### config.mk
export PLATFORM = sky130hd
export DESIGN_NAME = reorder_buffer
export DESIGN_NICKNAME = d
export VERILOG_FILES = /design/src/rtl/reorder_buffer_pkg.sv /design/src/rtl/reorder_buffer_rob_ptr.sv /design/src/rtl/reorder_buffer.sv
export SDC_FILE = /design/constraint.sdc
export NUM_CORES = 1
export LEC_CHECK = 0
export CORE_MARGIN = 3
export CORE_UTILIZATION = 58
export CTS_BUF_LIST = sky130_fd_sc_hd__clkbuf_16
export DETAILED_ROUTE_END_ITERATION = 16
export PLACE_DENSITY = 0.8
export SETUP_SLACK_MARGIN = 0.5
export SYNTH_ARGS = -nofsm -noshare
export SYNTH_HDL_FRONTEND = slang
export SYNTH_SLANG_ARGS = --single-unit
### constraint.sdc
create_clock -name clk -period 9.6 [get_ports clk]
set_input_delay 1.92 -clock clk [delete_from_list [all_inputs] [get_ports clk]]
set_output_delay 1.92 -clock clk [all_outputs]
set_load 0.005 [all_outputs]
### src/rtl/reorder_buffer_pkg.sv
// Shared types for the reorder buffer: decoded ROB entry, CDB broadcast
// packet, default sizing and the branch-mispredict helper.
package reorder_buffer_pkg;

   localparam int ROB_DEPTH = 8;
   localparam int ROB_TAG_W = $clog2(ROB_DEPTH);
   localparam int ROB_XLEN  = 32;

   // Decoded instruction as handed over by the issue stage
   typedef struct packed {
      logic [4:0]  rd;
      logic        reg_write;
      logic        is_branch;
      logic [31:0] pc;
      logic [31:0] imm_se;
      logic        predicted_taken;
   } ROB_entry_t;

   // Common data bus broadcast from the execution units
   typedef struct packed {
      logic                 valid;
      logic [ROB_TAG_W-1:0] tag;
      logic [ROB_XLEN-1:0]  value;
      logic                 branch_taken;
   } CDB_packet_t;

   // A retiring branch whose resolved direction differs from the prediction
   function automatic logic is_mispredict(input logic is_branch,
                                          input logic taken,
                                          input logic predicted);
      return is_branch & (taken != predicted);
   endfunction

endpackage

### src/rtl/reorder_buffer_rob_ptr.sv
// Wrap-around pointer into the reorder buffer (used for head and tail).
// Clear has priority over increment so a flush always lands on entry 0.
module rob_ptr
   import reorder_buffer_pkg::*;
#(
   parameter int DEPTH = ROB_DEPTH,
   parameter int TAG_W = $clog2(DEPTH)
) (
   input  logic             clk,
   input  logic             reset,
   input  logic             i_inc,
   input  logic             i_clr,
   output logic [TAG_W-1:0] o_ptr
);

   logic [TAG_W-1:0] r_ptr;

   // Pointer register: clear, or step and wrap from DEPTH-1 back to 0
   always_ff @(posedge clk or posedge reset) begin
      if (reset) begin
         r_ptr <= '0;
      end else if (i_clr) begin
         r_ptr <= '0;
      end else if (i_inc) begin
         r_ptr <= (r_ptr == TAG_W'(DEPTH - 1)) ? '0 : r_ptr + 1'b1;
      end
   end

   assign o_ptr = r_ptr;

endmodule

### src/rtl/reorder_buffer.sv
// Reorder buffer: in-order allocation at the tail, out-of-order completion
// from the CDB, in-order retirement at the head, flush on a mispredicted
// branch at retirement.
// Optional macro ROB_BYPASS_EN: lookups see a same-cycle CDB result.
module reorder_buffer
   import reorder_buffer_pkg::*;
#(
   parameter int DEPTH = ROB_DEPTH,
   parameter int TAG_W = $clog2(DEPTH),
   parameter int XLEN  = ROB_XLEN
) (
   input  logic             clk,
   input  logic             reset,
   input  logic             alloc_valid,
   input  ROB_entry_t       alloc_entry,
   output logic             alloc_ready,
   output logic [TAG_W-1:0] alloc_tag,
   input  CDB_packet_t      cdb,
   input  logic [TAG_W-1:0] lookup_tag_j,
   input  logic [TAG_W-1:0] lookup_tag_k,
   output logic             lookup_rdy_j,
   output logic             lookup_rdy_k,
   output logic [XLEN-1:0]  lookup_val_j,
   output logic [XLEN-1:0]  lookup_val_k,
   output logic             commit_valid,
   output logic [4:0]       commit_rd,
   output logic             commit_reg_write,
   output logic [XLEN-1:0]  commit_value,
   output logic             commit_is_branch,
   output logic [31:0]      commit_pc,
   output logic [31:0]      commit_imm_se,
   output logic             commit_taken,
   output logic             commit_result,
   output logic             flush,
   output logic [TAG_W:0]   count,
   output logic             full,
   output logic             empty
);

   logic [TAG_W-1:0] w_head;
   logic [TAG_W-1:0] w_tail;
   logic [TAG_W-1:0] w_cdb_tag;
   logic             w_full;
   logic             w_commit;
   logic             w_flush;
   logic             w_alloc_fire;
   logic             w_cdb_fire;

   logic [TAG_W:0]   r_count;
   logic [DEPTH-1:0] r_valid;
   logic [DEPTH-1:0] r_ready;
   logic [DEPTH-1:0] r_taken;
   ROB_entry_t       r_entry [DEPTH];
   logic [XLEN-1:0]  r_value [DEPTH];

   assign w_cdb_tag    = TAG_W'(cdb.tag);
   assign w_full       = (r_count == (TAG_W + 1)'(DEPTH));
   assign w_commit     = r_valid[w_head] & r_ready[w_head];
   assign w_flush      = w_commit & is_mispredict(r_entry[w_head].is_branch,
                                                  r_taken[w_head],
                                                  r_entry[w_head].predicted_taken);
   // A flush discards whatever is offered in the same cycle
   assign w_alloc_fire = alloc_valid & ~w_full & ~w_flush;
   assign w_cdb_fire   = cdb.valid & r_valid[w_cdb_tag] & ~w_flush;

   rob_ptr #(.DEPTH(DEPTH), .TAG_W(TAG_W)) u_head (
      .clk   (clk),
      .reset (reset),
      .i_inc (w_commit),
      .i_clr (w_flush),
      .o_ptr (w_head)
   );

   rob_ptr #(.DEPTH(DEPTH), .TAG_W(TAG_W)) u_tail (
      .clk   (clk),
      .reset (reset),
      .i_inc (w_alloc_fire),
      .i_clr (w_flush),
      .o_ptr (w_tail)
   );

   // Entry status bits: allocate, complete, retire, or wipe on flush
   always_ff @(posedge clk or posedge reset) begin
      if (reset) begin
         r_valid <= '0;
         r_ready <= '0;
      end else if (w_flush) begin
         r_valid <= '0;
         r_ready <= '0;
      end else begin
         if (w_commit) begin
            r_valid[w_head] <= 1'b0;
         end
         if (w_alloc_fire) begin
            r_valid[w_tail] <= 1'b1;
            r_ready[w_tail] <= 1'b0;
         end
         if (w_cdb_fire) begin
            r_ready[w_cdb_tag] <= 1'b1;
         end
      end
   end

   // Payload storage; contents are only observed through set status bits
   always_ff @(posedge clk) begin
      if (w_alloc_fire) begin
         r_entry[w_tail] <= alloc_entry;
      end
      if (w_cdb_fire) begin
         r_value[w_cdb_tag] <= XLEN'(cdb.value);
         r_taken[w_cdb_tag] <= cdb.branch_taken;
      end
   end

   // Occupancy: alloc and commit in the same cycle cancel out
   always_ff @(posedge clk or posedge reset) begin
      if (reset) begin
         r_count <= '0;
      end else if (w_flush) begin
         r_count <= '0;
      end else begin
         case ({w_alloc_fire, w_commit})
            2'b10:   r_count <= r_count + 1'b1;
            2'b01:   r_count <= r_count - 1'b1;
            default: r_count <= r_count;
         endcase
      end
   end

   // Operand lookups, one combinational read per source operand
   for (genvar gi = 0; gi < 2; gi++) begin : g_lookup
      logic [TAG_W-1:0] w_tag;
      logic             w_rdy;
      logic [XLEN-1:0]  w_val;

      assign w_tag = (gi == 0) ? lookup_tag_j : lookup_tag_k;

      // Stored result, optionally overridden by a matching CDB broadcast
      always_comb begin
         w_rdy = r_valid[w_tag] & r_ready[w_tag];
         w_val = w_rdy ? r_value[w_tag] : '0;
`ifdef ROB_BYPASS_EN
         if (cdb.valid && (w_cdb_tag == w_tag) && r_valid[w_tag]) begin
            w_rdy = 1'b1;
            w_val = XLEN'(cdb.value);
         end
`endif
      end
   end

   assign lookup_rdy_j = g_lookup[0].w_rdy;
   assign lookup_val_j = g_lookup[0].w_val;
   assign lookup_rdy_k = g_lookup[1].w_rdy;
   assign lookup_val_k = g_lookup[1].w_val;

   // Retirement outputs are zero whenever nothing retires
   assign commit_valid     = w_commit;
   assign commit_rd        = w_commit ? r_entry[w_head].rd : 5'd0;
   assign commit_reg_write = w_commit & r_entry[w_head].reg_write;
   assign commit_value     = w_commit ? r_value[w_head] : '0;
   assign commit_is_branch = w_commit & r_entry[w_head].is_branch;
   assign commit_pc        = w_commit ? r_entry[w_head].pc : 32'd0;
   assign commit_imm_se    = w_commit ? r_entry[w_head].imm_se : 32'd0;
   assign commit_taken     = commit_is_branch & r_taken[w_head];
   assign commit_result    = commit_is_branch & r_entry[w_head].predicted_taken;
   assign flush            = w_flush;

   assign alloc_ready = ~w_full;
   assign alloc_tag   = w_tail;
   assign count       = r_count;
   assign full        = w_full;
   assign empty       = (r_count == '0);

endmodule

-- After elaboration in Yosys (flattened, before gate mapping)
Memory sizes are Yosys's and may differ from the RTL's.
Cells that the tools add are included.
- shift-type cells: 0
- equality and inequality tests: 6
- reduce and logical (&&, ||, !) cells: 7
- add/sub/neg operators: 4
- muxes and demuxes: 49
- bitwise gates (word level): 21
- div/mod/pow operators: 0
- magnitude comparators: 8
- multipliers: 0
- operators with widths (kind ; count):
    $mux 32 ; 5
    $mux 8 ; 8
    $bmux 1 s3 ; 8
    $lt 3x4->1 const B ; 5
    $mux 3 ; 6
    $and 8x8->8 ; 2
    $not 8->8 ; 2
    $or 8x8->8 ; 2
    $mux 1 ; 15
    $and 1x1->1 ; 13
    $demux 1 s3 ; 3
    $ge 3x1->1 const B ; 3
    $bwmux 8 ; 1
    $pmux 4 s2 ; 1
    $add 3x1->3 const B ; 2
    $eq 3x3->1 const B ; 2
    $mux 5 ; 1
    $add 4x1->4 const B ; 1
    $eq 4x4->1 const B ; 1
    $logic_not 4->1 ; 1
    $mux 4 ; 1
    $reduce_bool 2->1 ; 2
    $sub 4x1->4 const B ; 1
    $logic_and 1x1->1 ; 3
    5 further kinds ; 6
- input port bits: 118
- bits in latches: 0
- flip-flop bits (word level): 34
- ROM bits: 0
- bits in writable memories: 832
- memories kept: 2
- logic and storage cells: 103
- memory list (memory ; depth ; width ; rd ports ; clocked after Yosys merged registers in ; wr ports ; line ; RTL):
    r_entry ; 8 ; 72 ; 1 ; 0 ; 1 ; reorder_buffer.sv:53 ; ROB_entry_t r_entry [DEPTH];
    r_value ; 8 ; 32 ; 3 ; 0 ; 1 ; reorder_buffer.sv:54 ; logic [XLEN-1:0] r_value [DEPTH];

-- Logic depth before layout (Yosys ltp)
Gate-level depths: netlist (run 1).
- depth in word-level cells: 12
- mapped depth: 17
- depth with buffers taken out: 13

-- By module
Synthesis (run 1) repeated with hierarchy kept, for this count alone.
- cell total of the unflattened synthesis: 2054
- area, all modules: 35596.6 um^2
- modules (own cells, without submodules) (module ; cells each ; sequential area each (um^2) ; area an instance (um^2) ; instances):
    reorder_buffer ; 2028 ; 25724.7 ; 35286.3 ; 1
    rob_ptr ; 13 ; 75.1 ; 155.1 ; 2

-- Least setup slack after synthesis (run 1)
No wires, ideal clock.
- kind: input to register
- start: in alloc_valid
- end: mem r_entry[2][0] (netlist bit) (enable)
- slack: 1.742 ns
- arrival: 7.264 ns
- stages on the path: 4
- cell sequence: and2_1 > buf_2 > nand2b_4 > nor3_1
- cells in the longest elaborated chain, start to end: 4
- RTL lines (element ; line ; RTL):
    start: declaration ; reorder_buffer.sv:14 ; input logic alloc_valid,
    $and 1x1->1 (2 in a row) ; reorder_buffer.sv:63 ; assign w_alloc_fire = alloc_valid & ~w_full & ~w_flush;
    $mux 1 ; reorder_buffer.sv:106 ; if (w_alloc_fire) begin
    $mux 1 (implied by the code) ; reorder_buffer.sv:107 ; r_entry[w_tail] <= alloc_entry;
    end: declaration ; reorder_buffer.sv:53 ;
Every way passes these cells.

-- Worst setup path in the final report (run 1)
- start: reg u_head.r_ptr[2] (netlist: u_head.o_ptr[2])
- end: out commit_imm_se[4]
- cells in the longest elaborated chain, start to end: 4
- elaborated cells between the ends (all ways): 7
- those cells by class: 5 x mux; 1 x bitwise; 1 x memory
- RTL lines (element ; line ; RTL):
    start: declaration ; reorder_buffer_rob_ptr.sv:16 ; logic [TAG_W-1:0] r_ptr;
    start signal: assignment ; reorder_buffer_rob_ptr.sv:25 ; r_ptr <= (r_ptr == TAG_W'(DEPTH - 1)) ? '0 : r_ptr + 1'b1;
    $bmux 1 s3 ; reorder_buffer.sv:58 ; assign w_commit = r_valid[w_head] & r_ready[w_head];
    $mux 1 (implied by the code) ; reorder_buffer.sv:58 ;
    $and 1x1->1 ; reorder_buffer.sv:58 ;
    $mux 32 (*) ; reorder_buffer.sv:163 ; assign commit_imm_se = w_commit ? r_entry[w_head].imm_se : 32'd0;
    end: declaration ; reorder_buffer.sv:31 ; output logic [31:0] commit_imm_se,
Every way passes the cells marked *; elsewhere a longest branch is shown, timed or not. The select of a mux whose other input is x is not followed.

==> impl_metrics.ini, run 1 <==
[sta]
worst_slew_pin_slew_ns = 1.20
report.final.slew_viol_count = 0
clock_skew_ns = 0.0317
maxSlewHeadroom = 0.202
hold_ws_ns = 0.537
setup-violations-final = 0
fin_crit_sh = 0.706
setup_ws_ns = 2.82
max_freq_mhz = 148
finalHoldViolations = 0
timing.setup.tns_ns = 0
min_period_ns = 6.78
grt_setup_unrepaired = false

[synthesis]
syn_nets = 2227
yosysSeqAreaShare = 0.728
synth_ff_type = edfxtp_1
syn_avg_cell_area_um2 = 16.9
ys_seq_elements = 866
ys_warn_count = 0
async_flop_share = 0.0300
synthCells = 2103
synth_top_cell_by_area = edfxtp_1
ys_types = 65
ys_top_cells_by_area = edfxtp_1 71%, mux4_2 8.7%, o22ai_1 7.2%
synth.top_cell.area_share = 0.710
synth-edff-count = 840
synth_area_um2 = 35500

[min_path]
hold_class = reg -> reg

[clock_tree]
htreeDepth = 3
cts_root_buffer = clkbuf_16
cts_setup_buffers = 0
post_cts_resized = 0
cts_tree = yes
cts_buffer_depth = 3
insertion_delay_ns = 0.65
ctsHoldBuffers = 0
clkTransAtPathRegs_ns = 0.06
clock-sinks = 866
numCtsBuffers = 85

[setup_path]
crit_arrival_ns = 4.86
worstSetupPathType = reg -> out
worstSetupEndpointType = output pin
required_ns = 7.68
critPathMaxFanout = 62
start_kind = flop

[power]
max-vdd-ir-drop_uv = 208
power_density_nw_per_um2 = 267
p_leak_nw = 13.8

[floorplan]
initial_utilization = 0.588
core_area_um2 = 60500
ioPinCount = 301
die_w_um = 254
rows = 90
fp.dieH_um = 254
die_area_um2 = 64300

[global_routing]
antenna_found_initial = 16
grt_max_degree = 104
grt_pass1_wl_mm = 142
grt_pass1_vias = 23400
grt_overflow_total = 0
grt_usage = 0.298

[flow_run]
max-cap-violations = 0

[placement]
hpwlAfterDp_mm = 51.5
numPortBuffers = 300
dp_slack_ns = 3.04
place_inst = 3064
gp_congestion = 0.829

[routing]
vias_per_cell = 7.02
finalWirelength_mm = 96.6
drtPass1Iterations = 5
num_vias = 22700
wl_per_cell_um = 29.9
drtIter0Drc = 2624
drc = 0
ant_nets = 0

[outcome]
outcome = finished, final reports clean

[cells_and_area]
finalNonFillerCells = 3233
final_util = 0.695
regArea_um2 = 25900
layout.nets = 2493
layout-drive-gt1-share = 0.140
multi_input_area_um2 = 9020
nFillCells = 3802
area_growth_pct = 18.3
-- layout by cell type (no fill, tap or decap), drive strengths merged, types with 4 or more instances in the layout --
cell and instances:
clkdlybuf4s50 294, a22oi 4, bufinv 9, mux2i 69, dfrtp 26, nor2 191
clkbuf 85, o22ai 408, diode 13, nand3b 7, clkinvlp 6, a21oi 21
ha 6, or2 4, edfxtp 840, nand2b 9, nand2 25, mux2 4
nor3 7, buf 46, mux4 137, or4 102, inv 35, o21a 5
clkinv 37, o21ai 11
-- synth_stat cells (2+ instances only) --
library cell    n
nor2_1        190
nand3b_1        6
mux4_2        137
or4_1         102
buf_2          40
buf_4           4
nand2_1        25
a21o_1          2
o21a_1          5
dfrtp_1        26
mux2i_1        69
or3b_2          3
ha_1            6
nor3_1          5
o2bb2ai_1       2
edfxtp_1      840
buf_1          42
a2bb2oi_1       2
clkbuf_1       73
a22o_1          2
o22a_1          2
o31ai_1         2
nor2b_1         2
a211oi_1        2
a31oi_1         2
a32o_1          2
mux2_2          3
inv_1          16
nor3_2          2
or2_2           3
o21ai_0        11
a22oi_1         4
buf_6           2
and2_1          3
nand3_1         3
o22ai_1       408
a21oi_1        20
nand2b_1        8
-- worst max-delay path, stage by stage (launching register included) --
cell and delay, ns:
dfrtp_1 0.84, or3_4 1.05, buf_4 0.70, o22ai_1 0.20
or4_1 0.56, nor2_1 0.28, clkdlybuf4s50_1 0.57
-- final timing paths --
check | from | to | slack, ns | depth (start not counted)
hold reg to reg | r_ready[7] | r_ready[7] | 0.54 | 1
setup reg to reg | u_head.o_ptr[2] | r_entry[3][61] | 5.06 | 7
setup / recovery | u_head.o_ptr[2] | commit_imm_se[4] | 2.82 | 6
max in group asynchronous | reset | r_ready[4] | 7.08 | 2
hold / removal | r_ready[7] | r_ready[7] | 0.54 | 1
min in group asynchronous | reset | count[3] | 1.88 | 2
-- per-layer routing --
layer / wire length (µm) / track usage
met4: 2740 / 0.127
met1: 34400 / 0.375
met5: 76 / 0
met2: 48100 / 0.494
met3: 11300 / 0.0788
-- report_power, final --
| part | total [mW] | switching [mW] | leakage, nW | internal (mW) |
|---|---|---|---|---|
| logic | 3.19 | 1.87 | 4.46 | 1.32 |
| registers | 4.74 | 0.166 | 7.92 | 4.57 |
| clock network | 3.30 | 1.43 | 1.41 | 1.88 |
-- cell families (layout without fill, tap and decap cells) --
kind of cell,after synthesis,after routing,share of synthesized area
AOI/OAI and AO/OA,474,474,0.0850
buffers and inverters,177,512,0.0210
xor gates and xnor gates,2,2,0.000493
and+or+nand+nor,368,368,0.0556
DFF,866,866,0.728
muxes,210,210,0.108
other,0,13,0
adders and majority gates,6,6,0.00211
-- through the flow --
step                      area [µm²]  power [mW]
after floorplan                35500        6.47
after global placement         39200        7.87
after detailed placement       39200        7.95
after CTS                      42000        11.2
after global routing           42000        11.6
final                          42000        11.2
-- sequential cells by signal, indices dropped and copies added, names as in the netlist --
| register | cells |
|---|---|
| u_tail.o_ptr | 3 |
| count | 4 |
| r_taken | 8 |
| r_ready | 8 |
| r_entry | 576 |
| u_head.o_ptr | 3 |
| r_value | 256 |
| r_valid | 8 |
-- area by class of cell --
class	count	share of cell area
Sequential cell	866	0.615
Multi-Input combinational cell	1060	0.215
Timing Repair Buffer	340	0.0783
Clock buffer	85	0.0506
Tap cell	782	0.0233
Clock inverter	71	0.0156
Inverter	16	0.00155
Antenna cell	13	0.000774
Power figures use the tool's default switching activity.
==> inputs of run 2 (changes only) <==
- CORE_UTILIZATION: 58 -> 52
- PLACE_DENSITY: 0.8 -> 0.76
- clock period: 9.6 -> 6 ns (I/O delays scaled with it)
==> run 2 against run 1 <==
  * Clock skew decreased by 0.0018 ns
  * Critical endpoint is now commit_pc[17]
  * Cell count increased by 3.5%
  * Highest routed layer unchanged
  * Global-route usage decreased by 2.5 points
  * Die area is 11% higher
  * Via count up 0.24%
  * First-iteration DRC count is 13% higher
  * Total power increased by 62%
  * Worst hold slack improved by 0.031 ns
  * Clock-buffer cell count up 1
==> impl_metrics.ini, run 2 (same netlist as run 1, synthesis figures left out) <==
[setup_path]
rrSetupSlack_ns = 1.37
cp_common_cell = nor2_1
start_kind = flop
r2r_cells = 8
r2r_start = u_head.o_ptr[0]
worstSetupEndpointType = output pin
path_cells = nor2_1 > nand2_4 > buf_4 > o22ai_1 > or4_1 > nor2_1 > clkdlybuf4s50_1
crit_slowest_cell = dfrtp_2
critical-path-max-stage-delay_ns = 0.78
required_ns = 4.80
rr_endpoint = r_entry[3][47]
critPathMaxFanout = 51
worstSetupPathType = reg -> out
crit_arrival_ns = 4.13

[clock_tree]
clkTransAtPathRegs_ns = 0.06
numCtsBuffers = 85
cts_root_buffer = clkbuf_16
ctsHoldBuffers = 0
cts_buffer_depth = 3
clock-sinks = 866
insertion_delay_ns = 0.64
cts_tree = yes
htreeDepth = 3

[cells_and_area]
largest_registers = r_entry x576, r_value x256
layout.nets = 2522
regMostFlops = r_entry
final_cell_mix = 840 x edfxtp_1, 408 x o22ai_1, 294 x clkdlybuf4s50_1
fin_area_um2 = 42500
final_util = 0.631
multi_input_area_um2 = 9040
finalNonFillerCells = 3345
layout-drive-gt1-share = 0.153
largest_reg_flops = 576
regArea_um2 = 25900
nFillCells = 4617
mostFrequentLayoutCell = edfxtp_1
area_growth_pct = 19.7

[routing]
vias_per_cell = 6.80
ant_nets = 0
num_vias = 22700
drtPass1Iterations = 8
wl_per_cell_um = 29.5
finalWirelength_mm = 98.7
drtIter0Drc = 2954
drc = 0

[sta]
report.final.slew_viol_count = 0
maxSlewHeadroom = 0.245
worst_slew_pin_slew_ns = 1.13
setup-violations-final = 0
min_period_ns = 5.33
max_freq_mhz = 187
finalHoldViolations = 0
fin_crit_sh = 0.889
clock_skew_ns = 0.0299
grt_setup_unrepaired = false
timing.setup.tns_ns = 0

[floorplan]
die_area_um2 = 71500
ioPinCount = 301
initial_utilization = 0.527
fp.dieH_um = 267
die_w_um = 267
core_area_um2 = 67400
rows = 95

[power]
power_density_nw_per_um2 = 428
max-vdd-ir-drop_uv = 316
p_leak_nw = 14.0
finalPower_mw = 18.2

[global_routing]
grt_max_degree = 86
grt_pass1_vias = 23200
grt_usage = 0.272
antenna_found_initial = 17
grt_overflow_total = 0
grt_pass1_wl_mm = 144

[min_path]
min_from = r_ready[7]
hold_path_depth = 1
hold_path_end = r_ready[7]
hold_class = reg -> reg

[placement]
hpwlAfterDp_mm = 55.5
numPortBuffers = 300
dpl_cell_area_um2 = 39700
place_inst = 3182
gp_congestion = 0.863

[flow_run]
max-cap-violations = 0

[outcome]
outcome = finished, final reports clean
==> run 2: cell type report <==
type	instances	area share
Sequential cell	866	0.608
Clock buffer	86	0.0506
Tap cell	873	0.0257
Clock inverter	67	0.0161
Antenna cell	8	0.000471
Multi-Input combinational cell	1062	0.213
Timing Repair Buffer	367	0.0848
Inverter	16	0.00153
==> run 2: metrics by stage <==
stage          worst slack (ns)  hold WS (ns)
2_1_floorplan             0.663         0.501
3_3_place_gp               1.15         0.535
3_5_place_dp               1.09         0.552
4_1_cts                   0.451         0.564
5_1_grt                   0.567         0.592
6_report                  0.665         0.568
==> run 2: worst max-delay path: cells and delay by family, from the launching register on <==
kind / cells / cell delay [ns]
buf+inv: 2 / 0.91
simple gates: 4 / 1.66
flops: 1 / 0.78
compound gates: 1 / 0.10
==> run 2: power breakdown <==
group	switching (mW)	internal, mW	leakage [nW]
Clock	2.23	3.13	1.45
Combinational	3.00	2.21	4.63
Sequential	0.336	7.32	7.92
==> run 2: how the worst max path moves through the flow <==
stage	startpoint	end
after floorplan	u_head.o_ptr[1]	r_entry[4][0]
after global placement	u_head.o_ptr[1]	commit_value[24]
after detailed placement	u_head.o_ptr[1]	commit_value[18]
after CTS	u_head.o_ptr[2]	commit_pc[17]
after global routing	u_head.o_ptr[0]	commit_pc[31]
final	u_head.o_ptr[0]	commit_pc[17]
==> run 2: per-layer routing <==
layer | vias to the layer above | track usage | part of all wire
li1 | 9395 | - | -
met1 | 11500 | 0.349 | 0.36
met2 | 1593 | 0.455 | 0.50
met3 | 264 | 0.0640 | 0.11
met4 | 20 | 0.107 | 0.032
met5 | - | 0 | 0.0013
==> run 2: repair_timing <==
| item | 4_1_cts | 5_1_grt |
|---|---|---|
| resized for setup | 2 | 1 |
| pin swaps | 1 | 0 |
| cloned | 2 | 0 |
| buffers inserted | 0 | 0 |
| endpoints found under the setup margin | 39 | 48 |
==> inputs of run 3 (changes only) <==
- CORE_MARGIN: 3 -> default
- CORE_UTILIZATION: 52 -> 62
- PLACE_DENSITY: 0.76 -> 0.85
- RECOVER_POWER: default -> 50
- clock period: 6 -> 6.4 ns (I/O delays scaled with it)
==> run 3 against run 2 <==
  * The flow now finishes with violations (capacitance limit, slew limit)
  * Clock-buffer cell count stayed put
  * Critical endpoint is now commit_rd[1]
  * Largest power group unchanged
  * Die area is 19% lower
  * Final area is 1.2% lower
  * Sequential share of layout area is 0.75 points higher
  * Global-route usage is 6.0 points higher
  * Via count is 1.4% higher
  * Total power is 9.4% lower
  * Clock power is 15% lower
  * Sequential power is 6.1% lower
  * Largest cell class unchanged
  * Highest routed layer unchanged
  * Critical path type unchanged
  * Combinational power is 8.4% lower
  * Register-to-register slack worse by 0.60 ns
==> impl_metrics.ini, run 3 (same netlist as run 1, synthesis figures left out) <==
[outcome]
outcome = finished with violations
violations = capacitance limit, slew limit

[sta]
clock_skew_ns = 0.0263
report.final.slew_viol_count = 93
max_freq_mhz = 175
fin_crit_sh = 0.893
timing.setup.tns_ns = 0
worst_slew_pin_slew_ns = 2.49
maxSlewHeadroom = -0.663
min_period_ns = 5.71
grt_setup_unrepaired = false
setup-violations-final = 0
finalHoldViolations = 0

[clock_tree]
clock-sinks = 866
cts_buffer_depth = 3
htreeDepth = 3
cts_root_buffer = clkbuf_16
cts_tree = yes
numCtsBuffers = 85
insertion_delay_ns = 0.64
ctsHoldBuffers = 0
post_cts_resized = 0
clkTransAtPathRegs_ns = 0.06

[power]
p_leak_nw = 13.9
combinationalPowerShare = 0.289
max-vdd-ir-drop_uv = 380
internal_power_mw = 11.4
power_frac_clock = 0.277
p_sw_frac = 0.311
pwr-share-seq = 0.435
power.switching_mw = 5.13
power_density_nw_per_um2 = 393

[routing]
num_vias = 23100
drtPass1Iterations = 6
drc = 0
drtIter0Drc = 3030
ant_nets = 0
vias_per_cell = 7.15
wl_per_cell_um = 29.9
finalWirelength_mm = 96.6

[cells_and_area]
multi_input_area_um2 = 8950
layout-drive-gt1-share = 0.138
largest_registers = r_entry x576, r_value x256
regMostFlops = r_entry
fin_area_um2 = 42000
mostFrequentLayoutCell = edfxtp_1
regArea_um2 = 25900
layout.nets = 2510
finalNonFillerCells = 3227
area_growth_pct = 18.2
largest_reg_flops = 576
nFillCells = 3132
final_cell_mix = 840 x edfxtp_1, 408 x o22ai_1, 184 x nor2_1

[setup_path]
critPathMaxFanout = 30
path_cells = or3b_4 > buf_4 > o22ai_1 > or4_1 > nor2_1 > clkdlybuf4s50_1
crit_slowest_cell = dfrtp_1
cp.depth = 6
crit_arrival_ns = 4.43
rr_endpoint = r_entry[2][45]
worstSetupPathType = reg -> out
crit_start = u_head.o_ptr[1]
critical-path-max-stage-delay_ns = 1.05
path_buf_inv = 2
rrSetupSlack_ns = 0.77
worstSetupEndpointType = output pin
r2r_cells = 8
start_kind = flop
required_ns = 5.12
r2r_start = u_head.o_ptr[1]
cpLargestDelayFamily = simple AND/OR/NAND/NOR gates
critPathCapture = commit_rd[1]

[floorplan]
die_area_um2 = 58300
core_area_um2 = 56500
die_w_um = 241
initial_utilization = 0.629
rows = 87
fp.dieH_um = 241
ioPinCount = 301

[placement]
gp_congestion = 0.862
hpwlAfterDp_mm = 53.6
dpl_cell_area_um2 = 39500
numPortBuffers = 300
place_inst = 3051

[global_routing]
grt_overflow_total = 0
grt_usage = 0.332
antenna_found_initial = 28
grt_max_degree = 88
grt_pass1_wl_mm = 141
grt_pass1_vias = 23300

[min_path]
hold_class = reg -> reg

[flow_run]
max-cap-violations = 2
## run 3: cell types whose count changed in the layout (fill, tap and decap cells not counted), moves of 5 or more
cell and change:
buf_4 -18, buf_12 +6, clkinv_8 -5, clkdlybuf4s50_1 -116
diode_2 +12, dlygate4sd3_1 +116, clkinv_1 +8, inv_1 +6
bufinv_16 -11
## run 3: cell type report
type | instances | share of cell area
Sequential cell | 866 | 0.616
Inverter | 16 | 0.00155
Multi-Input combinational cell | 1060 | 0.213
Clock buffer | 86 | 0.0512
Timing Repair Buffer | 357 | 0.0857
Tap cell | 756 | 0.0225
Antenna cell | 20 | 0.00119
Clock inverter | 66 | 0.00896
## run 3: worst min path at each step
stage | cells past startpoint | endpoint | slack, ns | start
2_1_floorplan | 1 | r_ready[7] | 0.50 | r_ready[7]
3_3_place_gp | 2 | r_ready[4] | 0.55 | r_ready[4]
3_5_place_dp | 1 | r_ready[7] | 0.57 | r_ready[7]
4_1_cts | 2 | r_ready[4] | 0.57 | r_ready[4]
5_1_grt | 1 | r_ready[7] | 0.60 | r_ready[7]
6_report | 2 | r_ready[4] | 0.58 | r_ready[4]
## run 3: stage by stage
stage | hold slack (ns) | worst slack [ns] | power [mW] | util
finish | 0.585 | 0.688 | 16.5 | 0.744
floorplan | 0.501 | 1.06 | 9.69 | -
global placement | 0.548 | 1.48 | 11.8 | 0.699
CTS | 0.574 | 0.612 | 16.5 | 0.743
detailed placement | 0.567 | 1.30 | 12.0 | 0.699
global route | 0.599 | 0.418 | 17.1 | 0.743
## run 3: timing repair
| item | CTS | global route |
|---|---|---|
| setup buffers | 0 | 4 |
| endpoints found under the hold margin | 0 | 0 |
| endpoints found under the setup margin | 0 | 6 |
## run 3: worst reg2reg max path: stages, from the launching register on
cell and delay [ns]:
dfrtp_1 1.05, mux2_2 0.34, a22oi_1 0.09, a21oi_1 0.40, o221ai_1 0.30, a21oi_1 0.86, nand2b_1 0.41, nor3_4 0.07
clkbuf_2 1.26
## run 3: power by group through the flow
stage | registers (mW) | clock network, mW | logic [mW]
2_1_floorplan | 7.15 | 0 | 2.54
3_5_place_dp | 7.27 | 0 | 4.72
4_1_cts | 7.16 | 4.59 | 4.78
5_1_grt | 7.22 | 4.80 | 5.07
6_report | 7.18 | 4.57 | 4.77
3_3_place_gp | 7.22 | 0 | 4.62
## run 3: layer usage
| layer | vias to the layer above | GRT usage | wire (µm) | part of all wire |
|---|---|---|---|---|
| met4 | 24 | 0.155 | 3730 | 0.039 |
| li1 | 9383 | - | - | - |
| met3 | 350 | 0.0929 | 11800 | 0.12 |
| met2 | 1837 | 0.534 | 47600 | 0.49 |
| met1 | 11500 | 0.424 | 33300 | 0.34 |
| met5 | - | 0 | 151 | 0.0016 |
